[config.mk]
export PLATFORM = sky130hd
export DESIGN_NAME = pipe_stage_skid
export DESIGN_NICKNAME = d
export VERILOG_FILES = /design/src/rtl/pipe_stage_skid.sv
export SDC_FILE = /design/constraint.sdc
export NUM_CORES = 1
export LEC_CHECK = 0
export CAP_MARGIN = 20
export CORE_MARGIN = 2
export CORE_UTILIZATION = 35
export DETAILED_ROUTE_END_ITERATION = 6
export PLACE_DENSITY_LB_ADDON = 0.1
export SYNTH_ARGS = -nofsm -noshare
export SYNTH_HDL_FRONTEND = slang
export SYNTH_SLANG_ARGS = --single-unit
[constraint.sdc]
create_clock -name clk -period 1.71 [get_ports clk]
set_input_delay 0.342 -clock clk [delete_from_list [all_inputs] [get_ports clk]]
set_output_delay 0.342 -clock clk [all_outputs]
set_load 0.01 [all_outputs]
[src/rtl/pipe_stage_skid.sv]
// Pipeline stage register with valid/ready flow control, synchronous flush
// and an optional two-entry skid buffer.
//
// SKID_EN=1: the main and skid entries together hold up to two payloads, and
//   in_ready comes straight from a register, so no combinational path runs
//   from out_ready to in_ready.
// SKID_EN=0: a single entry, with in_ready = ~out_valid | out_ready.
//
// Every empty entry holds RST_VALUE, so out_data is the bubble encoding
// whenever out_valid is low.
module pipe_stage_skid #(
  parameter int unsigned           DATA_WIDTH = 32,
  parameter logic [DATA_WIDTH-1:0] RST_VALUE  = {DATA_WIDTH{1'b0}},
  parameter bit                    SKID_EN    = 1'b1
) (
  input  logic                  clk,
  input  logic                  rst,
  input  logic                  flush_in,
  input  logic                  in_valid,
  output logic                  in_ready,
  input  logic [DATA_WIDTH-1:0] in_data,
  output logic                  out_valid,
  input  logic                  out_ready,
  output logic [DATA_WIDTH-1:0] out_data,
  output logic [1:0]            occupancy
);

  // Main entry drives the outputs; the skid entry catches one extra payload
  // that arrives while main is stalled.
  logic                  main_valid_q, main_valid_d;
  logic [DATA_WIDTH-1:0] main_data_q,  main_data_d;
  logic                  skid_valid_q, skid_valid_d;
  logic [DATA_WIDTH-1:0] skid_data_q,  skid_data_d;

  logic accept;
  logic emit;

  // Upstream ready: registered in skid mode, combinational otherwise
  always_comb begin
    if (SKID_EN) begin
      in_ready = ~skid_valid_q;
    end else begin
      in_ready = ~main_valid_q | out_ready;
    end
  end

  assign accept = in_valid & in_ready;
  assign emit   = main_valid_q & out_ready;

  // Next-state selection for the main and skid entries
  always_comb begin
    main_valid_d = main_valid_q;
    main_data_d  = main_data_q;
    skid_valid_d = skid_valid_q;
    skid_data_d  = skid_data_q;

    if (SKID_EN && skid_valid_q) begin
      // in_ready is low here, so no accept can coincide with the refill.
      if (emit) begin
        main_valid_d = 1'b1;
        main_data_d  = skid_data_q;
        skid_valid_d = 1'b0;
        skid_data_d  = RST_VALUE;
      end
    end else if (!main_valid_q || emit) begin
      // Main is free this cycle: take the new payload or fall back to a bubble.
      if (accept) begin
        main_valid_d = 1'b1;
        main_data_d  = in_data;
      end else if (emit) begin
        main_valid_d = 1'b0;
        main_data_d  = RST_VALUE;
      end
    end else if (SKID_EN && accept) begin
      // Main is stalled with a live payload: park the arrival in the skid.
      skid_valid_d = 1'b1;
      skid_data_d  = in_data;
    end
  end

  // State registers; rst and flush_in both drop every entry
  always_ff @(posedge clk) begin
    if (rst || flush_in) begin
      main_valid_q <= 1'b0;
      main_data_q  <= RST_VALUE;
      skid_valid_q <= 1'b0;
      skid_data_q  <= RST_VALUE;
    end else begin
      main_valid_q <= main_valid_d;
      main_data_q  <= main_data_d;
      skid_valid_q <= skid_valid_d;
      skid_data_q  <= skid_data_d;
    end
  end

  assign out_valid = main_valid_q;
  assign out_data  = main_data_q;
  assign occupancy = {1'b0, main_valid_q} + {1'b0, skid_valid_q};

endmodule

==> impl_metrics.tcl <==
set metrics [dict create \
    startpoint_type "flop" \
    ys_types 23 \
    antenna_found_initial 0 \
    synth_area_leaders "dfxtp_1, a211oi_2, a222oi_1" \
    reg2reg_depth 4 \
    design_area_um2 4115 \
    setup_viol 0 \
    cp.required_ns 1.37 \
    synth_edf_count 0 \
    hold_buffers 0 \
    p_leak_nw 1.485 \
    synth_top_cell_by_area "dfxtp_1" \
    cp_data_arrival_time_ns 1.27 \
    synth_top_cells_by_count "dfxtp_1, inv_1, nor2b_1" \
    period_minus_slack_ns 1.615 \
    drtPass1Iterations 6 \
    worstHoldPathType "reg2reg" \
    layout-drive-gt1-share_pct 21.17 \
    synth.most_common_cell "dfxtp_1" \
    die_h_um 95.60 \
    setup_tns_ns 0 \
    path_buf_inv 3 \
    gp_congestion 0.7371 \
    worstReg2RegEnd "out_data[26]" \
    globalRoute.totalOverflow 0 \
    synth.net_count 319 \
    die_w_um 95.60 \
    cap_violations 0 \
    r2r-start "out_valid" \
    placed_area_um2 3874 \
    grt_max_degree 29 \
    power.total_mw 3.605 \
    critPathMaxStageDelay_ns 0.36 \
    initial_core_util_pct 35.92 \
    clock_path_buffers 2 \
    skew_ns 0.005193 \
    maxSlewViolCount 0 \
    ir_drop_mv 0.4115 \
    drtAntennaViolNets 0 \
    r2r_setup_slack_ns 0.17 \
    tightest_slew_ns 0.3974 \
    ys.flop_type "dfxtp_1" \
    timing.slew.headroom_pct 73.51 \
    final_util_pct 50.34 \
    worstPathCellList "buf_4 -> inv_1 -> dlygate4sd2_1" \
    cts.sinks 66 \
    area_growth_syn_to_layout_pct 40.14 \
    cts.htree.levels 3 \
    post_cts_buffers 0 \
    p_per_area_nw_per_um2 876.0 \
    io_pins 73 \
    port_buffers 72 \
    clk_latency_ns 0.35 \
    yosysWarningCount 0 \
    vias 2471 \
    numCtsBuffers 9 \
    crit_family "buffers and inverters" \
    netlist_instances 281 \
    hold_viol_final 0 \
    holdWs_ns 0.4636 \
    critPathKind "reg2out" \
    wl_per_cell_um 16.19 \
    wl_mm 7.511 \
    worstHoldPathCells 2 \
    grtUsageTotal_pct 17.66 \
    grt_pass1_vias 2369 \
    rsz0062_at_grt "no" \
    grt_first_pass_wirelength_mm 12.24 \
    die-area_um2 9138 \
    status "finished, final reports clean" \
    rows 33 \
    core-area_um2 8175 \
    fmaxAchievable_mhz 619.4 \
    place_hpwl_mm 4.871 \
    cts_root_buf "clkbuf_8" \
    avgSynthCellArea_um2 10.45 \
    async_flop_share_pct 0 \
    tritoncts "done" \
    clkTransAtPathRegs_ns 0.07 \
    holdPathEnd "out_data[22]" \
    seq_area_frac_synth_pct 44.99 \
    drcViolationCount 0 \
    via_per_inst 5.325 \
    period_share_pct 94.42 \
    min_from "out_data[22]" \
    critPathCaptureType "primary output" \
    synth_top_area_share_pct 44.99 \
    antenna_cells 0 \
    netlist_area_um2 2937 \
    ys_ff_latch 66 \
    fin_nets 392 \
    drtIter0Drc 247 \
    cp_max_fo 17 \
    crit_path_top_delay_cell "dfxtp_2" \
]
==> area by class of cell <==
cell class	count	area, um^2
well taps	105	131.4
repair buffers	97	997.2
clock buffers	11	141.4
flip-flops and latches	66	1324
clock inverters	5	77.57
multi-input cells	147	1320
fillers	750	4060
inverters	33	123.9
==> layer usage <==
| metal | global-route usage (%) | wire length (um) | vias to the layer above |
|---|---|---|---|
| li1 | - | - | 1204 |
| met1 | 25.04 | 3558 | 1169 |
| met2 | 25.29 | 3291 | 92 |
| met3 | 5.375 | 563 | 6 |
| met4 | 6.071 | 96 | 0 |
| met5 | 0 | 0 | - |
==> state kept, by name, indices dropped and copies added, names as in the netlist <==
signal and flops:
skid_valid_q 1, skid_data_q 32, out_data 32, out_valid 1
==> power by group <==
part,switching [mW],internal (mW)
logic,0.252,0.290
clock network,0.607,0.856
registers,0.0223,1.58
==> cell families after synthesis <==
family	synth area share, %
compound gates	34.98
fa+ha+maj	0.4260
buf+inv	10.35
flops	44.99
simple gates	9.246
==> how the worst max path moves through the flow <==
stage | from | endpoint | depth (start not counted)
2_1_floorplan | out_valid | out_data[10] | 6
3_3_place_gp | in_valid | out_data[4] | 5
3_5_place_dp | in_valid | out_data[22] | 5
4_1_cts | in_valid | out_data[10] | 5
5_1_grt | out_ready | out_data[0] | 5
6_report | skid_valid_q | in_ready | 3
==> through the flow <==
step,cells,setup slack [ns]
finish,464,0.09545
global route,464,0.001603
CTS,464,0.008554
detailed placement,448,-0.3748
global placement,448,-0.3929
floorplan,281,0.03792
==> worst min-delay path: stages (launching register included) <==
cell and delay [ns]:
dfxtp_1 0.31, inv_1 0.06, a211oi_2 0.05
==> cell usage in the layout, fill, tap and decap left out, types with 3 or more instances in the layout <==
cell type        count
dlygate4sd2_1        3
dfxtp_1             64
buf_4               15
nor2_1               3
nand2_1              3
inv_1               33
a222oi_1            32
a211oi_2            31
buf_12               6
clkbuf_8            10
nor2b_1             33
clkdlybuf4s50_1     68
buf_6                4
a22o_1              31
==> timing repair <==
item / CTS / global route
pin swaps: 4 / 9
cloned: 0 / 0
resized for setup: 4 / 7
endpoints found under the setup margin: 7 / 60
Power figures use the tool's default switching activity.
